## src/rtl/gate_bist_pkg.sv

```systemverilog
// Shared definitions for the 2-input gate BIST engine.
//   state_e : sweep controller states
//   TT_*    : expected truth tables, bit i = output for {a,b} = i
package gate_bist_pkg;

    typedef enum logic [1:0] {
        ST_IDLE   = 2'd0,
        ST_SETTLE = 2'd1,
        ST_CHECK  = 2'd2,
        ST_FINISH = 2'd3
    } state_e;

    localparam logic [3:0] TT_AND  = 4'b1000;
    localparam logic [3:0] TT_OR   = 4'b1110;
    localparam logic [3:0] TT_NAND = 4'b0111;
    localparam logic [3:0] TT_NOR  = 4'b0001;
    localparam logic [3:0] TT_XOR  = 4'b0110;
    localparam logic [3:0] TT_XNOR = 4'b1001;

endpackage

```

## src/rtl/gate_bist.sv

```systemverilog
// Built-in self-test engine for a 2-input gate in the clk domain.
// On start, sweeps {a,b} = 00,01,10,11 into the gate, waits SETTLE_CYCLES
// per vector, samples dut_y and compares it with TRUTH_TABLE.
// Ports:
//   clk, rst           clock, synchronous active-high reset
//   start              begin a sweep (only honoured in IDLE)
//   dut_a, dut_b       registered gate inputs (vec[1], vec[0])
//   dut_y              gate output
//   busy               high while a sweep is in progress (through FINISH)
//   done               one-cycle pulse at the end of a sweep
//   pass               1 = last sweep had no mismatches
//   fail_mask          bit i set = vector i mismatched
//   fail_count         number of mismatched vectors, 0..4
module gate_bist
    import gate_bist_pkg::*;
#(
    parameter logic [3:0] TRUTH_TABLE   = TT_NOR,
    parameter int         SETTLE_CYCLES = 2
) (
    input  logic       clk,
    input  logic       rst,
    input  logic       start,
    output logic       dut_a,
    output logic       dut_b,
    input  logic       dut_y,
    output logic       busy,
    output logic       done,
    output logic       pass,
    output logic [3:0] fail_mask,
    output logic [2:0] fail_count
);

    localparam int                CNT_W    = $clog2(SETTLE_CYCLES) + 1;
    localparam logic [CNT_W-1:0]  CNT_LAST = CNT_W'(SETTLE_CYCLES - 1);

    if (SETTLE_CYCLES < 1) begin : g_bad_settle
        $error("gate_bist: SETTLE_CYCLES must be at least 1");
    end

    state_e           state_q, state_d;
    logic [1:0]       vec_q, vec_d;
    logic [CNT_W-1:0] cnt_q, cnt_d;
    logic             pass_q, pass_d;
    logic [3:0]       mask_q, mask_d;
    logic [2:0]       count_q, count_d;
    logic             mismatch;

    assign mismatch = (dut_y != TRUTH_TABLE[vec_q]);

    always_comb begin
        state_d = state_q;
        vec_d   = vec_q;
        cnt_d   = cnt_q;
        pass_d  = pass_q;
        mask_d  = mask_q;
        count_d = count_q;
        case (state_q)
            ST_IDLE: begin
                if (start) begin
                    vec_d   = 2'd0;
                    cnt_d   = '0;
                    pass_d  = 1'b0;
                    mask_d  = 4'b0000;
                    count_d = 3'd0;
                    state_d = ST_SETTLE;
                end
            end
            ST_SETTLE: begin
                cnt_d = cnt_q + CNT_W'(1);
                if (cnt_q == CNT_LAST) begin
                    state_d = ST_CHECK;
                end
            end
            ST_CHECK: begin
                if (mismatch) begin
                    mask_d[vec_q] = 1'b1;
                    count_d       = count_q + 3'd1;
                end
                if (vec_q != 2'd3) begin
                    vec_d   = vec_q + 2'd1;
                    cnt_d   = '0;
                    state_d = ST_SETTLE;
                end else begin
                    // mask_d already includes the vector-3 result
                    pass_d  = (mask_d == 4'b0000);
                    state_d = ST_FINISH;
                end
            end
            ST_FINISH: begin
                state_d = ST_IDLE;
            end
            default: begin
                state_d = ST_IDLE;
            end
        endcase
    end

    always_ff @(posedge clk) begin
        if (rst) begin
            state_q <= ST_IDLE;
            vec_q   <= 2'd0;
            cnt_q   <= '0;
            pass_q  <= 1'b0;
            mask_q  <= 4'b0000;
            count_q <= 3'd0;
        end else begin
            state_q <= state_d;
            vec_q   <= vec_d;
            cnt_q   <= cnt_d;
            pass_q  <= pass_d;
            mask_q  <= mask_d;
            count_q <= count_d;
        end
    end

    assign dut_a      = vec_q[1];
    assign dut_b      = vec_q[0];
    assign busy       = (state_q != ST_IDLE);
    assign done       = (state_q == ST_FINISH);
    assign pass       = pass_q;
    assign fail_mask  = mask_q;
    assign fail_count = count_q;

endmodule

```

## config.mk

```make
export PLATFORM = sky130hd
export DESIGN_NAME = gate_bist
export DESIGN_NICKNAME = d
export VERILOG_FILES = /design/src/rtl/gate_bist_pkg.sv /design/src/rtl/gate_bist.sv
export SDC_FILE = /design/constraint.sdc
export NUM_CORES = 1
export LEC_CHECK = 0
export CORE_MARGIN = 10
export CORE_UTILIZATION = 52
export CTS_CLUSTER_DIAMETER = 80
export DETAILED_ROUTE_END_ITERATION = 8
export PLACE_DENSITY = 0.81
export SYNTH_ARGS = -nofsm -noshare
export SYNTH_HDL_FRONTEND = slang
export SYNTH_SLANG_ARGS = --single-unit
```

## constraint.sdc

```tcl
create_clock -name clk -period 2.2 [get_ports clk]
set_input_delay 0.44 -clock clk [delete_from_list [all_inputs] [get_ports clk]]
set_output_delay 0.44 -clock clk [all_outputs]
set_load 0.02 [all_outputs]
```

After elaboration in Yosys (flattened, before gate mapping)
Cells that the tools add are included.
{"block": "op_classes", "add_sub_neg": 3, "n_lt_le_gt_ge": 2, "eq_ne": 11, "muxes": 23, "bitwise_logic": 1, "reduce_logical": 12}
{"operator": "2-bit 2-to-1 mux", "count": 6}
{"operator": "4-bit 2-to-1 mux", "count": 3}
{"operator": "2-bit != test (second input constant)", "count": 6}
{"operator": "3-bit AND reduction", "count": 4}
{"operator": "2-bit one-hot mux with 4 select lines", "count": 1}
{"operator": "4-bit one-hot mux with 2 select lines", "count": 1}
{"operator": "3-bit 2-to-1 mux", "count": 2}
{"operator": "2-bit one-hot mux with 3 select lines", "count": 1}
{"operator": "3-bit one-hot mux with 2 select lines", "count": 1}
{"operator": "2-bit by 1-bit adder with 2-bit output (second input constant)", "count": 2}
{"operator": "2-bit by 1-bit equality test with 1-bit output (second input constant)", "count": 2}
{"operator": "2-bit equality test (second input constant)", "count": 2}
{"operator": "4-bit logical NOT", "count": 1}
{"operator": "1-bit 2-to-1 mux", "count": 4}
{"operator": "4-bit OR", "count": 1}
{"operator": "2-bit one-hot mux with 2 select lines", "count": 1}
{"operator": "2-bit AND reduction", "count": 2}
{"operator": "2-bit nonzero test", "count": 2}
{"operator": "3-bit by 1-bit adder with 3-bit output (second input constant)", "count": 1}
{"operator": "2-bit by 3-bit < comparator with 1-bit output (second input constant)", "count": 1}
{"operator": "3-bit nonzero test", "count": 1}
{"operator": "1-bit binary-select mux with 2-bit select", "count": 1}
{"operator": "1-bit demux with 2-bit select", "count": 1}
{"operator": "2-bit by 1-bit greater-or-equal comparator with 1-bit output (second input constant)", "count": 1}
{"operator": "4 further kinds", "count": 4}
{"block": "word_totals", "regBits": 14, "out_inout_bits": 12, "wordCells": 58}

Longest topological paths before layout
{"block": "depth", "word_depth": 10, "ltp_mapped": 6, "mapped_depth_nobuf": 6}

Least setup slack after synthesis
OpenSTA, ideal clock, no wires.
{"block": "synth_timing", "kind": "register to register", "startpoint": "register vec_q[1]", "endpoint": "register count_q[0] (netlist: fail_count[0])", "setup_time_ns": 0.065, "arrival_time_ns": 1.562, "path_slack_ns": 0.573, "path_stages_with_launch": 7, "path_cell_list": "dfxtp_1 > inv_1 > ha_1 > xor2_2 > nand2_2 > mux2_1 > nor2_1"}
{"block": "synth_via", "elab_chain_cells": 5}
{"element": "start: declaration", "line_no": "gate_bist.sv:41", "source": "logic [1:0] vec_q, vec_d;"}
{"element": "start signal: assignment", "line_no": "gate_bist.sv:108", "source": "vec_q <= vec_d;"}
{"element": "1-bit binary-select mux with 2-bit select", "line_no": "gate_bist.sv:48", "source": "assign mismatch = (dut_y != TRUTH_TABLE[vec_q]);"}
{"element": "1-bit 2-to-1 mux (not written as such)", "line_no": "gate_bist.sv:48"}
{"element": "1-bit != test", "line_no": "gate_bist.sv:48"}
{"element": "2-bit != test (no source line)"}
{"element": "3-bit AND reduction (no source line)"}
{"element": "end signal: assignment", "line_no": "gate_bist.sv:112", "source": "count_q <= count_d;"}
{"element": "end: declaration", "line_no": "gate_bist.sv:45", "source": "logic [2:0] count_q, count_d;"}
No other way between the ends. The select of a mux whose other input is x is not followed.
A chain may end at the register's enable or synchronous reset.

Worst setup path after layout
{"block": "layout_timing", "startpoint": "register state_q[1]", "endpoint": "output done"}
{"block": "layout_via", "elab_chain_cells": 1}
{"element": "start: declaration", "line_no": "gate_bist.sv:40", "source": "state_e state_q, state_d;"}
{"element": "start signal: assignment", "line_no": "gate_bist.sv:107", "source": "state_q <= state_d;"}
{"element": "2-bit equality test", "line_no": "gate_bist.sv:119", "source": "assign done = (state_q == ST_FINISH);"}
{"element": "end: declaration", "line_no": "gate_bist.sv:27", "source": "output logic done,"}
No other way between the ends.

==> out/results.tsv <==
stage	metric	value	unit
layout	# diodes	0	
drt	Post-route DRC	0	
synthesis	#FFs+latches synth	14	
floorplan	IO Pins	16	
worst_hold_path	Hold Path Depth	2	
sta	minimum clock period	2090	ps
global_routing	global-route met2 utilization	0.160	
drt	via count	650	
synthesis	number of flops mapped to enable cells by yosys	0	
global_routing	antenna violations before repair	0	
synthesis	Synthesis Warnings	0	
drt	vias per cell	5.42	
synthesis	post-synthesis adder-cell area fraction	0.101	
floorplan	Die ar.	3350	sq um
global_routing	overall routing resource usage	0.0992	
place	# placed instances	116	
clock_tree	Clock Latency Late Sink	280	ps
setup_path	Reg2Reg Depth	6	
setup_path	worst path arrival time	1650	ps
floorplan	Die Height	57.9	microns
worst_hold_path	HP Start	pass	
synthesis	post-synthesis mux area share	0.0436	
clock_tree	Root Driver	clkbuf_4	
synthesis	ranking of synthesized cells by area	dfxtp_1 (38%), ha_1 (10%), nor2_1 (7.6%)	
outcome	outcome	completed	
global_routing	pin count of the biggest net entering global routing	16	
power_and_ir_drop	Seq pwr share	0.518	
layout	Final nets	116	
synthesis	Synth Net Count	98	
place	DP Wirelength	1.17	mm
setup_path	worst reg2reg startpoint	vec_q[1]	
sta	Worst-Margin Slew	386	ps
setup_path	cells along the critical path	and2_1 -> clkdlybuf4s50_1	
floorplan	initial core utilization	0.559	
power_and_ir_drop	switching pwr	0.000126	W
setup_path	critical path class	register to output port	
power_and_ir_drop	clock share of power	0.363	
drt	DRT iter0 DRCs	17	
clock_tree	CTS tree	done	
global_routing	grt ovf	0	
synthesis	synthesized instance count	88	
synthesis	compound-gate portion of the synthesized area	0.166	
setup_path	flop-to-flop setup slack	550	ps
floorplan	die width	57.9	microns
clock_tree	CTS max path bufs	2	
drt	WL final	1.58	mm
clock_tree	CTS Buf Count	3	
clock_tree	# hold bufs at CTS	0	
sta	RSZ-0062 raised after global routing	false	
power_and_ir_drop	Comb pwr share	0.119	
power_and_ir_drop	Peak VDD IR	0.504	mV
synthesis	Yosys top cell by area	dfxtp_1	
setup_path	Slowest-stage cell, CP	clkdlybuf4s50_1	
sta	Slew Viols, Final	0	
setup_path	CP Launch Point	state_q[1]	
global_routing	met3 usage	0.0479	
clock_tree	clk slew on worst S/H paths	90	ps
synthesis	largest family of logic cells by synthesized area	simple AND/OR/NAND/NOR gates	
setup_path	crit start category	register	
setup_path	Critical Path Max Stage Delay	600	ps
power_and_ir_drop	ratio of total power to cell area	543	nW/um^2
place	GP Congestion	0.762	
sta	f_max	0.478	GHz
setup_path	CP endpoint kind	output port	
worst_hold_path	Min-Delay Path Class	register to register	
sta	Fin. Hold Viols	0	
floorplan	row count	13	
sta	Rel. slew slack	0.742	
setup_path	CP required	1760	ps
global_routing	vias in the first global route	633	
sta	Setup violations, final	0	
synthesis	Netlist cell types	33	
place	port bufs	15	
layout	layout cells sized above 1	0.0762	
global_routing	gr busiest metal	met2	
layout	Area Overhead vs Synth	26.7	%
floorplan	core area	1330	sq um
sta	setup TNS	0	ps
drt	Pre-antenna DRT Iters	5	
place	pre-CTS setup slack	350	ps
power_and_ir_drop	Leakage	0.351	nW
global_routing	met1 Track Usage GR	0.107	
synthesis	XOR/XNOR share of the synthesized area	0.0336	
synthesis	FFs w/ async S/R, synth	0	
drt	Antenna Nets Post-Route	0	
setup_path	maximum fanout along the worst path	13	
synthesis	Synth top area share	0.376	
synthesis	Post-Synth Simple-Gate Area	0.237	
job	Max Cap Viol	0	
synthesis	sequential element share of the synthesized area	0.376	
synthesis	Synth Area per Inst	8.47	sq um
worst_hold_path	Hold EP	pass	
clock_tree	H-Tree Depth	1	
clock_tree	CTS resizes	0	
synthesis	prevailing post-synth register cell	dfxtp_1	
layout	final std cells w/o fill	120	
sta	post-route setup slack	109	ps
sta	period utilization	0.950	
sta	clk_skew	4.39	ps
clock_tree	postcts setup bufs	0	
global_routing	first-pass GRT wire length	2.73	mm
drt	routed len/inst	13.2	microns
power_and_ir_drop	internal cell power	0.000387	W
synthesis	synthesized area	746	sq um
power_and_ir_drop	Sw Share	0.246	
setup_path	RR Endpoint	fail_count[0]	
clock_tree	clk sink count	14	
==> state kept, by name, summed over array words and instances, names as in the netlist <==
signal and flops:
vec_q 2, cnt_q 2, state_q 2, fail_mask 4, fail_count 3, pass 1
==> area by class of cell <==
cell class / count / area, sq um
Multi-Input combinational cell: 66 / 433
Tap cell: 15 / 18.8
Inverter: 5 / 18.8
Clock buffer: 4 / 36.3
Sequential cell: 14 / 280
Timing Repair Buffer: 16 / 158
Fill cell: 126 / 389
==> cells by family after synthesis <==
| family | after synthesis |
|---|---|
| XOR/XNOR | 2 |
| buffers and inverters | 8 |
| AND/OR/NAND/NOR | 35 |
| flip-flops | 14 |
| AO/OA/AOI/OAI | 20 |
| adder cells (fa/ha/maj) | 6 |
| multiplexers | 3 |
==> through the flow <==
step	hold slack (ps)	utilization	total power, W	cell area, sq um
3_3_place_gp	458	0.681	0.000331	908
4_1_cts	486	0.708	0.000517	945
3_5_place_dp	471	0.681	0.000332	908
2_1_floorplan	454	-	0.000311	746
5_1_grt	501	0.708	0.000538	945
6_report	477	0.708	0.000513	945
==> worst max-delay path by stage <==
| stage | to |
|---|---|
| 6_report | done |
| 5_1_grt | busy |
| 4_1_cts | done |
| 3_5_place_dp | fail_count[0] |
| 3_3_place_gp | fail_count[0] |
| 2_1_floorplan | fail_count[0] |
==> worst max-delay path: cells and delay by family (launching register included) <==
family                 cells  cell delay, ps
buffers and inverters      1             600
DFF                        1             560
and+or+nand+nor            1             210
==> cell usage in the layout (no fill, tap or decap), drive strengths merged, types with 3 or more instances in the layout <==
cell type      netlist  routed
nor2                15      15
ha                   6       6
inv                  5       5
a21oi                6       6
dfxtp               14      14
nand2b               3       3
clkbuf               1       4
clkdlybuf4s50        0      15
nand2                3       3
o21ai                6       6
nand3                3       3
==> layer usage <==
| metal | vias to the layer above | part of all wire |
|---|---|---|
| met4 | 0 | 0.0082 |
| met3 | 2 | 0.10 |
| met1 | 287 | 0.42 |
| met2 | 26 | 0.46 |
| li1 | 335 | - |
| met5 | - | 0 |
==> cell usage after synthesis (2+ instances only) <==
cell / number
nor2_1: 15
dfxtp_1: 14
a21oi_1: 6
ha_1: 6
inv_1: 5
o21ai_1: 4
nand2b_1: 3
nand3_1: 3
a22oi_1: 2
a32oi_1: 2
buf_2: 2
nand2_1: 2
nor2b_1: 2
nor3_1: 2
o21ai_0: 2
==> power by group through the flow <==
stage	Sequential, W	Combinational [W]	Clock [W]
2_1_floorplan	0.000267	0.0000435	0
3_3_place_gp	0.000271	0.0000595	0
3_5_place_dp	0.000271	0.0000601	0
4_1_cts	0.000265	0.0000616	0.000190
5_1_grt	0.000267	0.0000682	0.000203
6_report	0.000266	0.0000610	0.000186
No activity file was read; power rests on OpenSTA's default activity.
